File: config.mk
export PLATFORM = sky130hd
export DESIGN_NAME = ex_forward_ctrl_flat
export DESIGN_NICKNAME = d
export VERILOG_FILES = /design/src/rtl/ex_forward_ctrl_if.sv /design/src/rtl/ex_forward_ctrl.sv /design/src/flat_wrapper.sv
export SDC_FILE = /design/constraint.sdc
export NUM_CORES = 1
export LEC_CHECK = 0
export ABC_AREA = 1
export ABC_CLOCK_PERIOD_IN_PS = 4080
export BUFFER_PORTS_ARGS = -buffer_cell sky130_fd_sc_hd__buf_2
export CAP_MARGIN = 25
export CORE_UTILIZATION = 45
export DETAILED_ROUTE_END_ITERATION = 7
export PLACE_DENSITY_LB_ADDON = 0.05
export SYNTH_ARGS = -nofsm -noshare
export SYNTH_HDL_FRONTEND = slang
export SYNTH_SLANG_ARGS = --single-unit
File: constraint.sdc
create_clock -name clk -period 4.08 [get_ports clk]
set_input_delay 0.612 -clock clk [delete_from_list [all_inputs] [get_ports clk]]
set_output_delay 0.612 -clock clk [all_outputs]
set_load 0.05 [all_outputs]
File: src/rtl/ex_forward_ctrl_if.sv
// ID-stage request bundle and Execute-stage forwarding/stall responses.
// The master drives the ID instruction fields; the slave returns the selects.
interface ex_forward_ctrl_if #(
   parameter int REG_W = 5,
   parameter int CNT_W = 16
);
   logic             pipe_hold;
   logic             id_valid;
   logic [REG_W-1:0] id_rs;
   logic [REG_W-1:0] id_rt;
   logic             id_use_rs;
   logic             id_use_rt;
   logic [REG_W-1:0] id_dst;
   logic             id_regwrite;
   logic             id_memread;
   logic             stall;
   logic             ex_bubble;
   logic [1:0]       ex_fwd_a;
   logic [1:0]       ex_fwd_b;
   logic [CNT_W-1:0] stall_count;

   modport master (
      output pipe_hold, id_valid, id_rs, id_rt, id_use_rs, id_use_rt,
             id_dst, id_regwrite, id_memread,
      input  stall, ex_bubble, ex_fwd_a, ex_fwd_b, stall_count
   );

   modport slave (
      input  pipe_hold, id_valid, id_rs, id_rt, id_use_rs, id_use_rt,
             id_dst, id_regwrite, id_memread,
      output stall, ex_bubble, ex_fwd_a, ex_fwd_b, stall_count
   );
endinterface

File: src/rtl/ex_forward_ctrl.sv
// Execute-stage operand forwarding and load-use hazard control.
// Tracks EX/MEM/WB destinations and registers the operand mux selects into EX.
module ex_forward_ctrl #(
   parameter int REG_W = 5,
   parameter int CNT_W = 16
) (
   input  logic             clk,
   input  logic             rst,
   ex_forward_ctrl_if.slave bus
);
   logic [REG_W-1:0] ex_dst, mem_dst, wb_dst;
   logic             ex_rw, ex_mr, mem_rw, wb_rw;
   logic             ex_live, mem_live, hazard;
   logic [1:0]       sel_a, sel_b;
   logic             unused_wb;

   // WB entry exists to complete the shadow pipeline; nothing downstream reads it.
   assign unused_wb = ^{wb_dst, wb_rw};

   assign ex_live  = ex_rw  && (ex_dst  != '0);
   assign mem_live = mem_rw && (mem_dst != '0);

   assign hazard = bus.id_valid && ex_mr && ex_live &&
                   ((bus.id_use_rs && (bus.id_rs == ex_dst)) ||
                    (bus.id_use_rt && (bus.id_rt == ex_dst)));

   assign bus.stall = hazard && !bus.pipe_hold;

   always_comb begin
      sel_a = 2'b00;
      if (bus.id_use_rs) begin
         if (ex_live && (ex_dst == bus.id_rs))
            sel_a = 2'b01;
         else if (mem_live && (mem_dst == bus.id_rs))
            sel_a = 2'b10;
      end
   end

   always_comb begin
      sel_b = 2'b00;
      if (bus.id_use_rt) begin
         if (ex_live && (ex_dst == bus.id_rt))
            sel_b = 2'b01;
         else if (mem_live && (mem_dst == bus.id_rt))
            sel_b = 2'b10;
      end
   end

   always_ff @(posedge clk or posedge rst) begin
      if (rst) begin
         ex_dst          <= '0;
         ex_rw           <= 1'b0;
         ex_mr           <= 1'b0;
         mem_dst         <= '0;
         mem_rw          <= 1'b0;
         wb_dst          <= '0;
         wb_rw           <= 1'b0;
         bus.ex_bubble   <= 1'b1;
         bus.ex_fwd_a    <= 2'b00;
         bus.ex_fwd_b    <= 2'b00;
         bus.stall_count <= '0;
      end else if (!bus.pipe_hold) begin
         wb_dst  <= mem_dst;
         wb_rw   <= mem_rw;
         mem_dst <= ex_dst;
         mem_rw  <= ex_rw;
         if (hazard) begin
            ex_dst        <= '0;
            ex_rw         <= 1'b0;
            ex_mr         <= 1'b0;
            bus.ex_bubble <= 1'b1;
            bus.ex_fwd_a  <= 2'b00;
            bus.ex_fwd_b  <= 2'b00;
            if (bus.stall_count != '1)
               bus.stall_count <= bus.stall_count + CNT_W'(1);
         end else begin
            ex_dst        <= bus.id_dst;
            ex_rw         <= bus.id_regwrite && bus.id_valid;
            ex_mr         <= bus.id_memread && bus.id_valid;
            bus.ex_bubble <= !bus.id_valid;
            bus.ex_fwd_a  <= sel_a;
            bus.ex_fwd_b  <= sel_b;
         end
      end
   end
endmodule
File: src/flat_wrapper.sv
// flat-port wrapper written by rule: the top's interface ports become plain ports
module ex_forward_ctrl_flat 
#(
   parameter int REG_W = 5,
   parameter int CNT_W = 16
)
  (clk, rst, bus_pipe_hold, bus_id_valid, bus_id_rs, bus_id_rt, bus_id_use_rs, bus_id_use_rt, bus_id_dst, bus_id_regwrite, bus_id_memread, bus_stall, bus_ex_bubble, bus_ex_fwd_a, bus_ex_fwd_b, bus_stall_count);
  ex_forward_ctrl_if #(.REG_W(REG_W), .CNT_W(CNT_W)) bus_i ();
  input  logic clk;
  input  logic rst;
  input wire logic [$bits(bus_i.pipe_hold)-1:0] bus_pipe_hold;
  input wire logic [$bits(bus_i.id_valid)-1:0] bus_id_valid;
  input wire logic [$bits(bus_i.id_rs)-1:0] bus_id_rs;
  input wire logic [$bits(bus_i.id_rt)-1:0] bus_id_rt;
  input wire logic [$bits(bus_i.id_use_rs)-1:0] bus_id_use_rs;
  input wire logic [$bits(bus_i.id_use_rt)-1:0] bus_id_use_rt;
  input wire logic [$bits(bus_i.id_dst)-1:0] bus_id_dst;
  input wire logic [$bits(bus_i.id_regwrite)-1:0] bus_id_regwrite;
  input wire logic [$bits(bus_i.id_memread)-1:0] bus_id_memread;
  output wire logic [$bits(bus_i.stall)-1:0] bus_stall;
  output wire logic [$bits(bus_i.ex_bubble)-1:0] bus_ex_bubble;
  output wire logic [$bits(bus_i.ex_fwd_a)-1:0] bus_ex_fwd_a;
  output wire logic [$bits(bus_i.ex_fwd_b)-1:0] bus_ex_fwd_b;
  output wire logic [$bits(bus_i.stall_count)-1:0] bus_stall_count;
  assign bus_i.pipe_hold = bus_pipe_hold;
  assign bus_i.id_valid = bus_id_valid;
  assign bus_i.id_rs = bus_id_rs;
  assign bus_i.id_rt = bus_id_rt;
  assign bus_i.id_use_rs = bus_id_use_rs;
  assign bus_i.id_use_rt = bus_id_use_rt;
  assign bus_i.id_dst = bus_id_dst;
  assign bus_i.id_regwrite = bus_id_regwrite;
  assign bus_i.id_memread = bus_id_memread;
  assign bus_stall = bus_i.stall;
  assign bus_ex_bubble = bus_i.ex_bubble;
  assign bus_ex_fwd_a = bus_i.ex_fwd_a;
  assign bus_ex_fwd_b = bus_i.ex_fwd_b;
  assign bus_stall_count = bus_i.stall_count;
  ex_forward_ctrl #(.REG_W(REG_W), .CNT_W(CNT_W)) u_core (.clk(clk), .rst(rst), .bus(bus_i));
endmodule
======== Word-level counts from Yosys, hierarchy flattened ========
Index checks and enable logic that the tools add are counted.
storage, ports and cells
  register bits ........................... 34
  logic and storage cells ................. 50
  input port bits ......................... 23
  output and inout port bits .............. 22
operators by class
  add/subtract/negate cells ............... 1
  bitwise operators ....................... 1
  equality and inequality tests ........... 7
  reductions and logical operators ........ 20
  mux-type cells .......................... 12
operators by type and width
  cell                                           number
  == test 5 bit                                  6
  adder 16 x 1 -> 16 bit, second input constant  1
  two-way mux 2 bit                              8
  inequality test 16 bit, second input constant  1
  logical AND 1 bit                              14
  nonzero test 5 bit                             2
  two-way mux 5 bit                              1
  two-way mux 1 bit                              3
  AND reduction 3 bit                            1
  logical NOT 1 bit                              2
  logical OR 1 bit                               1
  inverter 1 bit                                 1

======== Logic depth before layout (Yosys ltp) ========
Gate-level depths: netlist (run 1).
  depth after elaboration ................. 7
  depth in mapped cells ................... 10
  gate-level depth less buffers ........... 10

======== Least setup slack after synthesis (run 1) ========
Ideal clock, no wire load.
  path type ............................... input port to output port
  start ................................... in bus_id_rt[1]
  end ..................................... out bus_stall
  buffers on the path ..................... 0
  data required time ...................... 3.468 ns
  cell stages on the path ................. 8
  arrival time ............................ 1.540 ns
  slack ................................... 1.928 ns
  path through ............................ inv_1 > nand2_1 > nand2_1 > nor2_1 > nand4_2 > nand2_4 > nand3_1 > inv_1
between the ends
  longest elaborated chain between the ends .. 5
RTL lines
  item               line                   text
  from (decl)        flat_wrapper.sv:14     input wire logic [$bits(bus_i.id_rt)-1:0] bus_id_rt;
  == test 5 bit      ex_forward_ctrl.sv:25  (bus.id_use_rt && (bus.id_rt == ex_dst)));
  logical AND 1 bit  ex_forward_ctrl.sv:25
  logical OR 1 bit   ex_forward_ctrl.sv:24  ((bus.id_use_rs && (bus.id_rs == ex_dst)) ||
  logical AND 1 bit  ex_forward_ctrl.sv:23  assign hazard = bus.id_valid && ex_mr && ex_live &&
  logical AND 1 bit  ex_forward_ctrl.sv:27  assign bus.stall = hazard && !bus.pipe_hold;
  to (decl)          flat_wrapper.sv:20     output wire logic [$bits(bus_i.stall)-1:0] bus_stall;
No other way between the ends.

======== Worst setup path after layout (run 1) ========
  start ................................... reg u_core.ex_dst[1]
  end ..................................... out bus_stall
between the ends
  longest elaborated chain between the ends .. 5
RTL lines
  item                                                   line                                                                 text
  from (decl)                                            ex_forward_ctrl.sv:11                                                logic [REG_W-1:0] ex_dst, mem_dst, wb_dst;
  from (signal assigned)                                 ex_forward_ctrl.sv:77                                                ex_dst <= bus.id_dst;
  == test 5 bit, or another cell as far along            ex_forward_ctrl.sv:24
  logical AND 1 bit, on equally long branches            ex_forward_ctrl.sv:24, ex_forward_ctrl.sv:20, ex_forward_ctrl.sv:25
  logical OR 1 bit or logical AND 1 bit (tied branches)  ex_forward_ctrl.sv:24, ex_forward_ctrl.sv:23
  logical AND 1 bit *                                    ex_forward_ctrl.sv:23
  logical AND 1 bit *                                    ex_forward_ctrl.sv:27
Every way passes the cells marked *; elsewhere a longest branch is shown, timed or not.

==> flow_summary.json, run 1 <==
{
  "worstPathMaxFanout": 19,
  "p_leak_uw": 0.00140,
  "crit_arrival_ps": 1940,
  "synth.distinct_cells": 28,
  "drive_gt1_frac": 0.204,
  "grt_pass1_vias": 1917,
  "syn-cell-area_sq_mm": 0.00218,
  "antenna_found_initial": 0,
  "crit_path_start_kind": "flop",
  "grt_remaining_overflow": 0,
  "grt_usage": 0.220,
  "finalClockSkew_ps": 4.61,
  "synth-seq-cells": 34,
  "layout_common_cells": "124 x nand2_1, 44 x buf_2, 33 x dfrtp_1",
  "setup_viol": 0,
  "cts_hold_buf": 0,
  "power.density_mw_per_mm2": 294,
  "cts_num_sinks": 34,
  "viasPerCell": 4.91,
  "fmax_ghz": 0.392,
  "min_period_ps": 2550,
  "clockBufferDepth": 2,
  "drc_errors": 0,
  "grt_pass1_wl_mm": 8.78,
  "maxSlewHeadroom": 0.665,
  "die_w_microns": 71.6,
  "r2r_slack_ps": 2100,
  "root_buffer": "clkbuf_8",
  "drv_slew": 0,
  "placed_cells": 401,
  "avgSynthCellArea_sq_um": 6.98,
  "min_period_over_period": 0.625,
  "diodes": 0,
  "ant_nets": 0,
  "reg2reg_from": "u_core.bus.stall_count[0]$_DFFE_PP0P_",
  "outcome": "finished clean",
  "synth_cells": 312,
  "final.setup.tns_ps": 0,
  "h-tree-depth": 2,
  "r2r-end": "u_core.bus.stall_count[1]$_DFFE_PP0P_",
  "irDropWorstVdd_uv": 166,
  "std_cell_rows": 24,
  "core_sq_mm": 0.00450,
  "min_path_type": "input pin to async pin",
  "yosys_warnings": 0,
  "first_pass_iters": 4,
  "crit_start": "u_core.ex_dst[1]$_DFFE_PP0N_",
  "io_pins": 45,
  "crit_path_end_kind": "output pin",
  "drv_cap": 0,
  "cts-buffers-inserted": 5,
  "dr.first_iter.drc_count": 149,
  "yosysSeqAreaShare": 0.391,
  "die_area_sq_mm": 0.00512,
  "routed_wl_mm": 5.00,
  "io_buffers": 44,
  "final_cells": 409,
  "grt_start_max_net_pins": 35,
  "rsz0062_at_grt": "false",
  "nets": 380,
  "wl_per_cell_microns": 12.2,
  "rr_worst_depth": 9,
  "route.vias.total": 2010,
  "clk_pin_slew_ps": 70,
  "required_ps": 3470,
  "start_util": 0.483,
  "layout_commonest_cell": "nand2_1",
  "worst_pin_slew_ps": 502,
  "clk_latency_ps": 280,
  "die_h_microns": 71.6,
  "place_hpwl_mm": 3.56,
  "hold_viol": 0,
  "postCtsSetupRepairBufs": 0,
  "cts_tree": "done",
  "cts-resized-gates": 0,
  "synth_nets": 336,
  "place.gp.congestion": 0.874,
  "path_class": "flop to output pin",
  "syn2layout_area_growth_pct": 15.4
}
state kept, by name (all words and copies together), names as in the netlist:
signal and cells:
u_core.bus.ex_bubble 1, u_core.bus.ex_fwd_a 2, u_core.bus.ex_fwd_b 2, u_core.bus.stall_count 16, u_core.ex_dst 5, u_core.ex_mr 1
u_core.ex_rw 1, u_core.mem_dst 5, u_core.mem_rw 1
final cells by class:
class                      instances  area [sq um]
fill                             439          1990
multi-input combinational        239          1160
timing repair buffer              45           228
clock inverter                     1          5.00
clock buffer                       7          86.3
sequential                        34           852
tap                               52          65.1
inverter                          31           116
cells by family after synthesis:
group | count (synthesis) | synth area share
and+or+nand+nor | 211 | 0.436
adders and majority gates | 1 | 0.00575
buffers and inverters | 39 | 0.0759
xor gates and xnor gates | 16 | 0.0644
DFF | 34 | 0.391
AOI/OAI and AO/OA | 11 | 0.0270
power by group:
| part | switching, uW | leakage, uW | total [uW] | internal [uW] |
|---|---|---|---|---|
| clock network | 126 | 0.0000482 | 262 | 136 |
| logic | 69.8 | 0.000901 | 108 | 38.7 |
| registers | 17.0 | 0.000453 | 369 | 352 |
| total | 213 | 0.00140 | 740 | 527 |
through the flow:
| stage | hold WS (ps) | power, uW | cell area, sq um | setup slack, ps | util |
|---|---|---|---|---|---|
| 6_report | 410 | 740 | 2510 | 1530 | 0.558 |
| 5_1_grt | 463 | 778 | 2510 | 1370 | 0.558 |
| 4_1_cts | 419 | 750 | 2510 | 1520 | 0.558 |
| 3_5_place_dp | 460 | 484 | 2420 | 1580 | 0.538 |
| 3_3_place_gp | 462 | 483 | 2420 | 1580 | 0.538 |
| 2_1_floorplan | 443 | 449 | 2180 | 1930 | - |
Yosys cell counts:
master    count  area, sq um
nand3b_1      1         7.51
o21ai_2       1         8.76
nand2_1     124          465
nand4_2       1         12.5
nand3_1      25          125
inv_1        25         93.8
buf_2         3         15.0
clkbuf_1      2         7.51
buf_6         1         11.3
xnor2_1      12          105
xor2_1        4         35.0
dfrtp_1      33          826
ha_1          1         12.5
clkinv_1      1         3.75
nand2_2       3         18.8
nor2_4        2         22.5
nor3_1        1         5.00
o21ai_0       8         40.0
nand2_4       1         11.3
nand3_4       1         17.5
a21oi_1       2         10.0
dfstp_2       1         26.3
inv_2         5         18.8
or2_2         2         12.5
nand4_1      21          131
buf_4         2         15.0
nor2_1       25         93.8
nor2_2        4         25.0
critical path: stages (launching register included):
cell and delay [ps]:
dfrtp_1 440, inv_2 70, nand2_1 60, nand2_1 50, nor2_1 170, nand4_1 160
nand2_4 240, nand3_1 130, inv_1 80, buf_2 250
how the worst max path moves through the flow:
stage,to,slack [ps]
floorplan,bus_stall,1930
global placement,bus_stall,1580
detailed placement,bus_stall,1580
CTS,bus_stall,1520
global route,bus_stall,1370
finish,bus_stall,1530
per-layer routing:
layer	part of all wire	global-route usage	vias up	wire, microns
li1	-	-	1082	-
met1	0.53	0.337	867	2640
met2	0.42	0.315	59	2080
met3	0.051	0.0436	2	256
met4	0.0058	0.0654	0	29
met5	0	0	-	0
Power figures use the tool's default switching activity.
==> inputs of run 2 (changes only) <==
--- a/config.mk
+++ b/config.mk
@@ -6,7 +6,7 @@
 export NUM_CORES = 1
 export LEC_CHECK = 0
 export ABC_AREA = 1
-export ABC_CLOCK_PERIOD_IN_PS = 4080
+export ABC_CLOCK_PERIOD_IN_PS = 2150
 export BUFFER_PORTS_ARGS = -buffer_cell sky130_fd_sc_hd__buf_2
 export CAP_MARGIN = 25
 export CORE_UTILIZATION = 45
==> constraint.sdc (replaced) <==
create_clock -name clk -period 2.15 [get_ports clk]
set_input_delay 0.3225 -clock clk [delete_from_list [all_inputs] [get_ports clk]]
set_output_delay 0.3225 -clock clk [all_outputs]
set_load 0.05 [all_outputs]
==> run 2 against run 1 <==
Net effect:
- global-route usage down 0.47 points
- sequential share of layout area shrank 0.78 points
- clock-buffer cell count decreased by 1
- cell count up 1.7%
- die area stayed put
- clock power grew 92%
- critical endpoint unchanged
- clock skew decreased by 2.6 ps
- worst setup slack got worse by 1400 ps
- total power grew 92%
- core utilization rose by 1.3 points
- first-iteration DRC count up 2.7%
==> flow_summary.json, run 2 (synthesis results as in run 1) <==
{
  "n_fill_cell": 460,
  "drc_errors": 0,
  "stdcell_area_sq_mm": 0.00257,
  "place_area_sq_mm": 0.00244,
  "path_class": "flop to output pin",
  "outcome": "finished clean",
  "grt_usage": 0.216,
  "first_pass_iters": 5,
  "reg2reg_from": "u_core.bus.stall_count[0]$_DFFE_PP0P_",
  "largest_reg_flops": 16,
  "io_buffers": 44,
  "wl_per_cell_microns": 12.3,
  "syn2layout_area_growth_pct": 18.1,
  "crit_start": "u_core.ex_dst[0]$_DFFE_PP0N_",
  "ant_nets": 0,
  "root_buffer": "clkbuf_8",
  "start_util": 0.483,
  "maxSlewHeadroom": 0.703,
  "layout_common_cells": "124 x nand2_1, 43 x buf_2, 33 x dfrtp_1",
  "core_sq_mm": 0.00450,
  "fmax_ghz": 0.493,
  "min_path_type": "input pin to async pin",
  "drv_cap": 0,
  "multi_input_area_sq_mm": 0.00116,
  "worstPathMaxFanout": 4,
  "cts_tree": "done",
  "finalPower_uw": 1420,
  "top_regs": "u_core.bus.stall_count (16), u_core.ex_dst (5), u_core.mem_dst (5)",
  "crit_arrival_ps": 1710,
  "die_area_sq_mm": 0.00512,
  "nets": 387,
  "die_h_microns": 71.6,
  "clockBufferDepth": 2,
  "min_period_over_period": 0.943,
  "routed_wl_mm": 5.10,
  "crit_path_end_kind": "output pin",
  "worst_pin_slew_ps": 446,
  "grt_start_max_net_pins": 35,
  "hold_viol": 0,
  "cts-buffers-inserted": 5,
  "viasPerCell": 5.04,
  "dr.first_iter.drc_count": 153,
  "grt_pass1_wl_mm": 8.61,
  "fin_util": 0.571,
  "grt_pass1_vias": 1849,
  "layout_commonest_cell": "nand2_1",
  "antenna_found_initial": 0,
  "seqCellArea_sq_um": 852,
  "finalClockSkew_ps": 2.03,
  "place_hpwl_mm": 3.66,
  "die_w_microns": 71.6,
  "regMostFlops": "u_core.bus.stall_count",
  "final.setup.tns_ps": 0,
  "p_leak_uw": 0.00144,
  "drive_gt1_frac": 0.223,
  "clk_latency_ps": 280,
  "diodes": 0,
  "clk_pin_slew_ps": 70,
  "std_cell_rows": 24,
  "route.vias.total": 2095,
  "place.gp.congestion": 0.852,
  "setup_viol": 0,
  "cts_num_sinks": 34,
  "crit_path_start_kind": "flop",
  "io_pins": 45,
  "required_ps": 1830,
  "rsz0062_at_grt": "false",
  "power.density_mw_per_mm2": 552,
  "h-tree-depth": 2,
  "min_period_ps": 2030,
  "irDropWorstVdd_uv": 323,
  "drv_slew": 0,
  "grt_remaining_overflow": 0
}
-- run 2: where the power goes --
part	internal (uW)	leakage [uW]	switching, uW
registers	667	0.000453	30.3
clock network	258	0.0000472	245
logic	81.0	0.000938	138
total	1010	0.00144	414
-- run 2: path summary, 6_finish.rpt --
check,to,cells past startpoint,slack (ps)
worst min register to register,u_core.bus.ex_fwd_a[0]$_DFFE_PP0N_,2,470
worst max-delay path,bus_stall,7,120
worst min-delay path,u_core.bus.stall_count[5]$_DFFE_PP0P_,3,130
min in group clk,u_core.ex_dst[0]$_DFFE_PP0N_,3,270
max in group asynchronous,u_core.bus.ex_bubble$_DFFE_PP1N_,3,1680
worst max register to register,u_core.bus.stall_count[8]$_DFFE_PP0P_,9,320
-- run 2: cell type report --
| cell class | instances | area share |
|---|---|---|
| Clock buffer | 6 | 0.0321 |
| Clock inverter | 2 | 0.00487 |
| Inverter | 31 | 0.0453 |
| Multi-Input combinational cell | 239 | 0.451 |
| Sequential cell | 34 | 0.331 |
| Tap cell | 52 | 0.0253 |
| Timing Repair Buffer | 52 | 0.110 |
-- run 2: worst max-delay path, stage by stage, from the launching register on --
cell      delay [ps]
dfrtp_1          420
xor2_1           190
nor2_1           150
nand4_1          160
nand2_4          130
nand3_1           90
inv_1             70
clkbuf_4         220
-- run 2: routing by layer --
metal | up-vias | track usage | part of all wire
li1 | 1096 | - | -
met3 | 4 | 0.0478 | 0.053
met4 | 0 | 0.0566 | 0.0071
met5 | - | 0 | 0
met1 | 930 | 0.327 | 0.53
met2 | 65 | 0.311 | 0.41
-- run 2: timing repair --
action | in CTS | in global routing
resized for setup | 0 | 1
hold buffers | 0 | 0
endpoints found under the setup margin | 1 | 1
buffers inserted | 1 | 3
pin swaps | 1 | 1
endpoints found under the hold margin | 0 | 0
-- run 2: stage by stage --
step	setup slack (ps)	hold WS (ps)	cells
2_1_floorplan	281	443	312
3_3_place_gp	256	444	404
3_5_place_dp	220	449	404
4_1_cts	43.1	130	413
5_1_grt	6.49	179	416
6_report	122	128	416
